--- config.mk ---
export PLATFORM = sky130hd
export DESIGN_NAME = uart_baud_gen_flat
export DESIGN_NICKNAME = d
export VERILOG_FILES = /design/src/rtl/uart_baud_gen_if.sv /design/src/rtl/uart_baud_gen.sv /design/src/flat_wrapper.sv
export SDC_FILE = /design/constraint.sdc
export NUM_CORES = 1
export LEC_CHECK = 0
export CORE_MARGIN = 2
export CORE_UTILIZATION = 38
export DETAILED_ROUTE_END_ITERATION = 16
export GPL_TIMING_DRIVEN = 0
export SYNTH_ARGS = -nofsm -noshare
export SYNTH_HDL_FRONTEND = slang
export SYNTH_SLANG_ARGS = --single-unit
--- constraint.sdc ---
create_clock -name CLK -period 8.3 [get_ports CLK]
set_input_delay 2.49 -clock CLK [delete_from_list [all_inputs] [get_ports CLK]]
set_output_delay 2.49 -clock CLK [all_outputs]
set_load 0.005 [all_outputs]
--- src/rtl/uart_baud_gen_if.sv ---
// Control and tick signals of the fractional baud-tick generator.
// The master side drives the divisor and strobes. The slave side is the generator.
interface uart_baud_gen_if #(
   parameter int unsigned DIV_W  = 20,
   parameter int unsigned FRAC_W = 4
);
   logic              Enable;
   logic              Load;
   logic [DIV_W-1:0]  DivInt;
   logic [FRAC_W-1:0] DivFrac;
   logic              Resync;
   logic              RxTick;
   logic              TxTick;
   logic              CfgErr;

   modport master (
      output Enable, Load, DivInt, DivFrac, Resync,
      input  RxTick, TxTick, CfgErr
   );

   modport slave (
      input  Enable, Load, DivInt, DivFrac, Resync,
      output RxTick, TxTick, CfgErr
   );
endinterface

--- src/rtl/uart_baud_gen.sv ---
// Fractional baud-tick generator.
// One divider produces the receiver oversample tick (RxTick). Every OVERSAMPLE-th
// RxTick is also flagged as the transmitter bit tick (TxTick), so both ticks share one phase.
module uart_baud_gen #(
   parameter int unsigned DIV_W      = 20,
   parameter int unsigned FRAC_W     = 4,
   parameter int unsigned OVERSAMPLE = 16,
   parameter int unsigned RST_DIV    = 54,
   parameter int unsigned RST_FRAC   = 4
) (
   input logic            CLK,
   input logic            RST,
   uart_baud_gen_if.slave bus
);
   localparam int unsigned SUB_W = $clog2(OVERSAMPLE);

   logic [DIV_W-1:0]  act_int;
   logic [FRAC_W-1:0] act_frac;
   logic [DIV_W-1:0]  counter;
   logic [SUB_W-1:0]  sub_count;
   logic [FRAC_W-1:0] frac_acc;
   logic              extend;
   logic              rx_tick;
   logic              tx_tick;
   logic              cfg_err;

   logic [DIV_W:0]    period;
   logic              wrap;
   logic [FRAC_W:0]   frac_sum;
   logic              load_ok;

   // Current period (one bit wider so ActInt = max plus Extend still fits), the wrap detect, and the fractional carry.
   always_comb begin
      period   = {1'b0, act_int} + {{DIV_W{1'b0}}, extend};
      wrap     = ({1'b0, counter} == (period - (DIV_W+1)'(1)));
      frac_sum = {1'b0, frac_acc} + {1'b0, act_frac};
      load_ok  = bus.Load && (bus.DivInt >= DIV_W'(2));
   end

   // Divisor registers, counters and tick outputs. A legal Load has priority over Resync.
   // A Load or Resync restarts the phase and discards any wrap in the same cycle.
   always_ff @(posedge CLK or posedge RST) begin
      if (RST) begin
         act_int   <= DIV_W'(RST_DIV);
         act_frac  <= FRAC_W'(RST_FRAC);
         counter   <= '0;
         sub_count <= '0;
         frac_acc  <= '0;
         extend    <= 1'b0;
         rx_tick   <= 1'b0;
         tx_tick   <= 1'b0;
         cfg_err   <= 1'b0;
      end else if (load_ok) begin
         act_int   <= bus.DivInt;
         act_frac  <= bus.DivFrac;
         counter   <= '0;
         sub_count <= '0;
         frac_acc  <= '0;
         extend    <= 1'b0;
         rx_tick   <= 1'b0;
         tx_tick   <= 1'b0;
         cfg_err   <= 1'b0;
      end else begin
         if (bus.Load) begin
            cfg_err <= 1'b1;
         end
         if (bus.Resync) begin
            counter   <= '0;
            sub_count <= '0;
            frac_acc  <= '0;
            extend    <= 1'b0;
            rx_tick   <= 1'b0;
            tx_tick   <= 1'b0;
         end else if (bus.Enable) begin
            if (wrap) begin
               counter   <= '0;
               sub_count <= sub_count + SUB_W'(1);
               frac_acc  <= frac_sum[FRAC_W-1:0];
               extend    <= frac_sum[FRAC_W];
               rx_tick   <= 1'b1;
               tx_tick   <= (sub_count == '1);
            end else begin
               counter <= counter + DIV_W'(1);
               rx_tick <= 1'b0;
               tx_tick <= 1'b0;
            end
         end else begin
            rx_tick <= 1'b0;
            tx_tick <= 1'b0;
         end
      end
   end

   assign bus.RxTick = rx_tick;
   assign bus.TxTick = tx_tick;
   assign bus.CfgErr = cfg_err;
endmodule

--- src/flat_wrapper.sv ---
// flat-port wrapper written by rule: the top's interface ports become plain ports
module uart_baud_gen_flat 
#(
   parameter int unsigned DIV_W      = 20,
   parameter int unsigned FRAC_W     = 4,
   parameter int unsigned OVERSAMPLE = 16,
   parameter int unsigned RST_DIV    = 54,
   parameter int unsigned RST_FRAC   = 4
)
  (CLK, RST, bus_Enable, bus_Load, bus_DivInt, bus_DivFrac, bus_Resync, bus_RxTick, bus_TxTick, bus_CfgErr);
  uart_baud_gen_if #(.DIV_W(DIV_W), .FRAC_W(FRAC_W)) bus_i ();
  input logic CLK;
  input logic RST;
  input wire logic [$bits(bus_i.Enable)-1:0] bus_Enable;
  input wire logic [$bits(bus_i.Load)-1:0] bus_Load;
  input wire logic [$bits(bus_i.DivInt)-1:0] bus_DivInt;
  input wire logic [$bits(bus_i.DivFrac)-1:0] bus_DivFrac;
  input wire logic [$bits(bus_i.Resync)-1:0] bus_Resync;
  output wire logic [$bits(bus_i.RxTick)-1:0] bus_RxTick;
  output wire logic [$bits(bus_i.TxTick)-1:0] bus_TxTick;
  output wire logic [$bits(bus_i.CfgErr)-1:0] bus_CfgErr;
  assign bus_i.Enable = bus_Enable;
  assign bus_i.Load = bus_Load;
  assign bus_i.DivInt = bus_DivInt;
  assign bus_i.DivFrac = bus_DivFrac;
  assign bus_i.Resync = bus_Resync;
  assign bus_RxTick = bus_i.RxTick;
  assign bus_TxTick = bus_i.TxTick;
  assign bus_CfgErr = bus_i.CfgErr;
  uart_baud_gen #(.DIV_W(DIV_W), .FRAC_W(FRAC_W), .OVERSAMPLE(OVERSAMPLE), .RST_DIV(RST_DIV), .RST_FRAC(RST_FRAC)) u_core (.CLK(CLK), .RST(RST), .bus(bus_i));
endmodule
==> impl_results.md <==
- Outcome: completed
- CTS H-tree lvls: 2
- Syn Inst Count: 351
- Worst slew pin tran: 0.668 ns
- Row cnt: 34
- Fin crit period: 5.16 ns
- Post-synth EDFFs: 0
- Clock-pin transition on the worst setup and hold timing paths: 0.10 ns
- Post-Syn Area: 3460 um2
- Post-cts sizing count: 0
- Yosys Warn Count: 0
- Multi-input gate area: 1910 um2
- DRC errors left: 0
- Largest area contributor in the netlist: dfrtp_1
- Via density: 5.24
- Final #Nets: 427
- Routability cong.: 0.822
- Primary FF master, synth: dfrtp_1
- Register area share after synthesis: 40.7%
- Commonest cells after routing, fill and taps aside: dfrtp_1 (51), nor2_1 (49), clkdlybuf4s50_1 (29)
- Post-CTS setup buffers: 0
- Maximum vdd drop: 0.0660 mV
- Fin. Hold Viols: 0
- DP HPWL: 5720 um
- CP Data Required Time: 8.51 ns
- Area grow syn2layout: 15.8%
- Initial drt markers: 100
- CP Data Arrival Time: 5.38 ns
- WHS Path Cells: 1
- R2r setup slk: 5.17 ns
- Max Cap Viol: 0
- Synth Net Count: 389
- Crit Path Max Fanout: 8
- Crit Path Category: in2reg
- Worst R2R End: u_core.counter[3]
- Max clock buf depth: 2
- Synthesized flop and latch total: 56
- Max-slew violation count: 0
- Top post-synthesis cells by area: dfrtp_1 (37%), xnor2_1 (7.1%), mux2_2 (6.2%)
- Die area: 9870 um2
- Register area: 1410 um2
- Fillers: 864
- CTS tree: done
- Starting density of the core: 39.4%
- Die Y: 99.4 um
- Post-synth top area share: 36.9%
- I/O Buffers: 29
- Worst r2r src: u_core.extend
- Commonest non-fill, non-tap cell in the layout: dfrtp_1
- WHS Endpoint: u_core.bus.CfgErr
- P per Cell Area: 139 nW/um2
- CTS root buf: clkbuf_8
- Fin crit share: 62.2%
- Total global-route track usage: 15.6%
- I/O pin cnt: 32
- Max-slew headroom: 55.0%
- R2R cell count: 14
- Fmax: 194 MHz
- CTS buffer count: 5
- RSZ-0062 raised after global routing: no
- # setup viols final: 0
- Worst-Skew Late Latency: 0.31 ns
- Initial antenna violation count: 0
- Sink Count: 56
- Diodes inserted: 0
- Remaining antenna violation count after routing: 0
- Worst clock skew: 0.00716 ns
- DIE WIDTH: 99.4 um
- Distinct cell type count after synthesis: 59
- Share of cells above drive strength 1: 14.4%
- Largest net degree at the start of global routing: 31
- Vias: 2612
- Leakage power total: 1.54 nW
- WHS: 0.511 ns
- Post-synthesis average cell area: 9.85 um2
- Ys async rst share: 100%
- Final WL: 7310 um
- Number of global-route vias before repair: 2614
- Hold_buf cts: 0
- Number of detailed-route iterations in the first pass: 4
- CP Launch Type: primary input
- GRT Residual Overflow: 0
- Global-route wire length before repair: 12600 um
- Fin Setup TNS: 0 ns
- Core Area: 8760 um2
- Wire length per cell: 14.7 um
- Critical Path End Type: flip-flop
- Hold path startpoint: u_core.bus.CfgErr
- Hold Crit Class: reg2reg
critical path: stages:
cell	delay, ns
clkdlybuf4s50_1	0.43
nor4_1	0.41
nand4_1	0.16
o41ai_2	0.56
buf_4	0.29
nand2b_1	0.07
clkbuf_1	0.18
o211ai_1	0.41
nand2b_1	0.18
xor2_1	0.14
nor2_1	0.05
metrics by stage:
stage	total power, mW	setup slack (ns)	cell area [um2]	util, %	instances
6_report	0.555	3.14	4000	45.7	498
5_1_grt	0.587	2.94	4000	45.7	498
4_1_cts	0.562	2.75	4000	45.6	497
3_5_place_dp	0.404	2.44	3900	44.5	489
3_3_place_gp	0.401	2.45	3880	44.3	488
2_1_floorplan	0.369	3.86	3460	-	351
worst max path at each step:
stage | startpoint | endpoint | slack [ns] | depth (start not counted)
floorplan | bus_DivInt[16] | u_core.counter[16] | 3.86 | 9
global placement | bus_DivInt[9] | u_core.counter[16] | 2.45 | 10
detailed placement | bus_DivInt[9] | u_core.counter[16] | 2.44 | 10
CTS | bus_DivInt[9] | u_core.counter[16] | 2.75 | 10
global route | bus_DivInt[16] | u_core.counter[8] | 2.94 | 11
finish | bus_DivInt[9] | u_core.counter[16] | 3.14 | 11
logic make-up (layout without fill, tap and decap cells):
family | count (synthesis) | after routing | synth area share, %
AO/OA/AOI/OAI | 46 | 46 | 10.2
adder cells (fa/ha/maj) | 9 | 9 | 3.48
AND/OR/NAND/NOR | 146 | 146 | 23.0
XOR/XNOR | 44 | 44 | 11.2
multiplexers | 24 | 24 | 7.64
flip-flops | 56 | 56 | 40.7
buffers and inverters | 26 | 65 | 3.87
state kept, by name, indices dropped and copies added (netlist names), 4 cells and up:
name	flops
u_core.act_frac	4
u_core.sub_count	4
u_core.act_int	20
u_core.counter	20
u_core.frac_acc	4
layout make-up:
cell class                 count  area share [%]
clock buffer                   7            2.16
timing repair buffer          31            7.94
inverter                      12            1.13
sequential                    56            35.2
tap                          108            3.38
clock inverter                 1           0.188
multi-input combinational    269            47.8
buffer                        14            2.22
power by group:
| part | switching (mW) | internal, mW |
|---|---|---|
| clock | 0.0887 | 0.0681 |
| sequential | 0.0166 | 0.287 |
| combinational | 0.0471 | 0.0482 |
cell usage after synthesis, types with 3 or more instances:
cell,n
nor3_1,9
nand2_1,27
and3_1,4
o21ai_0,5
nand4_1,8
nand3b_1,3
nand3_1,12
xor2_1,16
ha_1,8
clkbuf_1,8
mux2_2,19
a21oi_1,8
a22oi_1,3
dfrtp_1,51
o211ai_1,3
mux2i_1,5
o2111ai_1,3
a21o_1,3
dfstp_2,5
buf_6,3
nand2b_1,6
nor4_1,8
nor2_1,49
xnor2_1,28
inv_1,12
routing by layer:
metal / track usage (%) / share of wire, %
met4: 2.63 / 0.60
met3: 2.67 / 3.2
met5: 0 / 0
met2: 26.3 / 48
met1: 21.6 / 48
Power figures use the tool's default switching activity.
==> RTL change 1: new RTL, same flow settings <==
Reset style: synchronous (`RST`), changed in one clocked block.
--- a/src/rtl/uart_baud_gen.sv
+++ b/src/rtl/uart_baud_gen.sv
@@ -40,5 +40,5 @@
    // Divisor registers, counters and tick outputs. A legal Load has priority over Resync.
    // A Load or Resync restarts the phase and discards any wrap in the same cycle.
-   always_ff @(posedge CLK or posedge RST) begin
+   always_ff @(posedge CLK) begin
       if (RST) begin
          act_int   <= DIV_W'(RST_DIV);
Check against the original RTL: differs if RST is asserted again (counterexample within 4 cycles, from zero or initial values and one cycle with RST high); with RST held inactive, the same outputs for 4 cycles.
==> RTL change 1 against the original RTL <==
Design area fell by 11%. Worst setup slack got worse by 85 ps. Wire length down 6.8%. Largest cell class unchanged. Power fell by 7.4%. Synthesized area is 12% lower. Hold slack got worse by 51 ps. Critical endpoint is now u_core.counter[17]. Sequential cell count did not move.
==> RTL change 1: results (changes against the original RTL) <==
| Metric | Value |
|---|---|
| Outcome | completed (unchanged) |
| First-pass GRT wire length | 11,200 um (was 12,600 um) |
| Met3 WL post-DR | 257 um (was 236 um) |
| Worst Tran Pin Value | 790 ps (was 668 ps) |
| Post-DP HPWL | 5190 um (was 5720 um) |
| Synth top area cells | dfxtp_1 (37%), xor2_1 (7.5%), nor2_1 (6.6%) (was dfrtp_1 (37%), xnor2_1 (7.1%), mux2_2 (6.2%)) |
| RR Startpoint | u_core.extend (unchanged) |
| Cell variety after synth | 57 (was 59) |
| CP arrival | 5510 ps (was 5380 ps) |
| Top cells by count, synth | dfxtp_1 (56), nor2_1 (54), nand2_1 (32) (was dfrtp_1 (51), nor2_1 (49), xnor2_1 (28)) |
| Final Routed Wirelength | 6810 um (was 7310 um) |
| Mux cell area share after synthesis | 6.27% (was 7.64%) |
| GRT Util Overall | 16.2% (was 15.6%) |
| Seq/Total Area, Yosys | 36.7% (was 40.7%) |
| Synth Area in XOR/XNOR | 12.3% (was 11.2%) |
| Synth async-reset ratio | 0% (was 100%) |
| Final min period | 5250 ps (was 5160 ps) |
| Crit path largest cell delay | 510 ps (was 560 ps) |
| Critical path origin | bus_DivInt[11] (was bus_DivInt[9]) |
| Delay-heaviest family, CP | simple AND/OR/NAND/NOR gates (was compound AO/OA/AOI/OAI gates) |
| Post-place instance area | 0.00348 mm2 (was 0.00390 mm2) |
| Post-Place Setup Slack | 2610 ps (was 2440 ps) |
| Met2 Track Usage GR | 26.1% (was 26.3%) |
| PortBufs | 30 (was 29) |
| Largest net degree at the start of global routing | 19 (was 31) |
## RTL change 1: changes by cell type in the layout (fill, tap and decap cells not counted), moves of 9 or more
| cell | unedited run | this run |
|---|---|---|
| a21oi_1 | 8 | 17 |
| dfrtp_1 | 51 | 0 |
| dfxtp_1 | 0 | 56 |
| mux2_2 | 19 | 0 |
| mux2i_1 | 5 | 18 |
| nand3_1 | 12 | 3 |
| xnor2_1 | 28 | 17 |
| xor2_1 | 16 | 26 |
## RTL change 1: where the power goes
part / leakage (nW) / switching (mW) / internal, mW
Combinational: 0.836 / 0.0329 / 0.0341
Sequential: 0.456 / 0.00973 / 0.276
Clock: 0.0485 / 0.100 / 0.0609
## RTL change 1: final cells by class
class	count	area (um2)
Buffer	15	92.6
Clock buffer	5	68.8
Clock inverter	3	22.5
Fill cell	813	4200
Inverter	9	33.8
Multi-Input combinational cell	272	1800
Sequential cell	56	1120
Tap cell	102	128
Timing Repair Buffer	30	300
==> RTL change 2: new RTL, same settings <==
Made on the original files. `DIV_W` is set to 20 in 3 places; all go to 24.
--- a/src/rtl/uart_baud_gen_if.sv
+++ b/src/rtl/uart_baud_gen_if.sv
@@ -2,5 +2,5 @@
 // The master side drives the divisor and strobes. The slave side is the generator.
 interface uart_baud_gen_if #(
-   parameter int unsigned DIV_W  = 20,
+   parameter int unsigned DIV_W  = 24,
    parameter int unsigned FRAC_W = 4
 );
--- a/src/rtl/uart_baud_gen.sv
+++ b/src/rtl/uart_baud_gen.sv
@@ -3,5 +3,5 @@
 // RxTick is also flagged as the transmitter bit tick (TxTick), so both ticks share one phase.
 module uart_baud_gen #(
-   parameter int unsigned DIV_W      = 20,
+   parameter int unsigned DIV_W      = 24,
    parameter int unsigned FRAC_W     = 4,
    parameter int unsigned OVERSAMPLE = 16,
--- a/src/flat_wrapper.sv
+++ b/src/flat_wrapper.sv
@@ -2,5 +2,5 @@
 module uart_baud_gen_flat 
 #(
-   parameter int unsigned DIV_W      = 20,
+   parameter int unsigned DIV_W      = 24,
    parameter int unsigned FRAC_W     = 4,
    parameter int unsigned OVERSAMPLE = 16,
Ports: changed (resized bus_DivInt); port bits go from 32 to 36. The function was not compared with the original's and may differ.
==> RTL change 2 against the original RTL <==
Design area increased by 16%. Cell count increased by 22%. Synthesized area increased by 14%. Highest routed layer unchanged. Critical path depth decreased by 4. Sequential cell count increased by 8. Wire length increased by 30%. Worst setup slack got worse by 360 ps. Die area increased by 13%. Power increased by 30%.
==> RTL change 2: results (changes against the original RTL) <==
| Metric | Value |
|---|---|
| Via count | 3,235 (was 2,612) |
| Worst Path Max Fanout | 10 (was 8) |
| GRT Util Overall | 18.0% (was 15.6%) |
| Clock slew at reported path FFs | 70 ps (was 100 ps) |
| Worst Tran Pin Value | 876 ps (was 668 ps) |
| Post-DP HPWL | 7170 um (was 5720 um) |
| Min-delay src | u_core.act_int[5] (was u_core.bus.CfgErr) |
| Vias in the first global route | 3,287 (was 2,614) |
| Top flop regs | u_core.act_int x24, u_core.counter x24 (was u_core.act_int x20, u_core.counter x20) |
| Cell leakage power | 1.86 nW (was 1.54 nW) |
| Largest net degree at the start of global routing | 43 (was 31) |
| Synth top area cells | dfrtp_1 (38%), mux2_2 (6.3%), xnor2_1 (6.0%) (was dfrtp_1 (37%), xnor2_1 (7.1%), mux2_2 (6.2%)) |
| Post-Place Setup Slack | 2230 ps (was 2440 ps) |
| Max Slew Vio Count | 0 (unchanged) |
| TritonCTS Buffers | 9 (was 5) |
| Routing usage on met3 | 3.65% (was 2.67%) |
| Slowest-stage cell, CP | o21ai_0 (was o41ai_2) |
| GR Layer Usage met1 | 24.3% (was 21.6%) |
| Max VDD drop | 0.0721 mV (was 0.0660 mV) |
| Synthesized Nets | 466 (was 389) |
| Reg-to-reg slack, setup | 4680 ps (was 5170 ps) |
| Met2 Track Usage GR | 29.2% (was 26.3%) |
| Fraction of layout cells with a size suffix above 1 | 11.2% (was 14.4%) |
| Met3 WL post-DR | 374 um (was 236 um) |
| Crit path largest cell delay | 630 ps (was 560 ps) |
| Seq/Total Area, Yosys | 41.0% (was 40.7%) |
| CTS Buffer Depth | 2 (unchanged) |
| Layout Skew | 9.05 ps (was 7.16 ps) |
| Htree depth | 3 (was 2) |
| PortBufs | 33 (was 29) |
| Metal-1 WL | 4420 um (was 3540 um) |
| Final nets | 511 (was 427) |
| Hold path depth | 2 (was 1) |
| Cell variety after synth | 53 (was 59) |
| Top cells by count, synth | dfrtp_1 (59), nand2_1 (51), nor2_1 (41) (was dfrtp_1 (51), nor2_1 (49), xnor2_1 (28)) |
| Filler cells | 1,042 (was 864) |
| Worst r2r path cells | 12 (was 14) |
| Ys Warns | 0 (unchanged) |
| RePlAce Congestion | 0.863 (was 0.822) |
| First-pass iteration count of the detailed router | 5 (was 4) |
| CTS-repair resized insts | 0 (unchanged) |
| Detailed Route Iter0 Violations | 178 (was 100) |
| Final Routed Wirelength | 9500 um (was 7310 um) |
| CP arrival | 5750 ps (was 5380 ps) |
| First-pass GRT wire length | 16,000 um (was 12,600 um) |
| Hold Path Sink | u_core.act_int[5] (was u_core.bus.CfgErr) |
| Clock latency on the worst-skew pair | 350 ps (was 310 ps) |
| Worst R2R End | u_core.sub_count[1] (was u_core.counter[3]) |
| Delay-heaviest family, CP | buffers and inverters (was compound AO/OA/AOI/OAI gates) |
| Metal2 WL | 4560 um (was 3490 um) |
| Outcome | completed (unchanged) |
| Post-place instance area | 0.00444 mm2 (was 0.00390 mm2) |
==> RTL change 2: final cells by class <==
cell class                 instances  area [um2]  area share [%]
clock inverter                     3        42.5           0.919
clock buffer                      12         145            3.13
sequential                        64        1610            34.7
tap                              136         170            3.67
timing repair buffer              34         350            7.57
buffer                            20        87.6            1.89
inverter                          11        41.3           0.892
multi-input combinational        329        2190            47.2
==> RTL change 2: kinds of logic (layout without fill, tap and decap cells) <==
kind of cell / after synthesis / after routing / synth area share (%)
compound gates: 56 / 56 / 9.22
buf+inv: 31 / 80 / 3.29
fa+ha+maj: 9 / 9 / 3.06
simple gates: 187 / 187 / 24.8
xor+xnor: 52 / 52 / 11.6
mux: 25 / 25 / 7.08
flops: 64 / 64 / 41.0
==> RTL change 2: worst max path at each step <==
| stage | startpoint | endpoint | slack, ps | depth (start not counted) |
|---|---|---|---|---|
| after floorplan | bus_DivInt[17] | u_core.act_int[0] | 3920 | 6 |
| after global placement | bus_DivInt[17] | u_core.act_int[23] | 2290 | 7 |
| after detailed placement | bus_DivInt[23] | u_core.act_int[23] | 2230 | 7 |
| after CTS | bus_DivInt[23] | u_core.act_int[23] | 2580 | 7 |
| after global routing | bus_DivInt[23] | u_core.act_int[23] | 2470 | 7 |
| final | bus_DivInt[23] | u_core.act_int[23] | 2770 | 7 |
==> RTL change 2: power by group <==
group | switching, mW | internal (mW) | leakage [nW] | total (mW)
logic | 0.0604 | 0.0533 | 0.941 | 0.114
registers | 0.0172 | 0.327 | 0.827 | 0.344
clock network | 0.121 | 0.145 | 0.0925 | 0.266
==> RTL change 2: per-stage QoR <==
| step | std cells | hold slack [ps] |
|---|---|---|
| after floorplan | 424 | 473 |
| after global placement | 593 | 490 |
| after detailed placement | 594 | 499 |
| after CTS | 609 | 512 |
| after global routing | 609 | 534 |
| final | 609 | 509 |
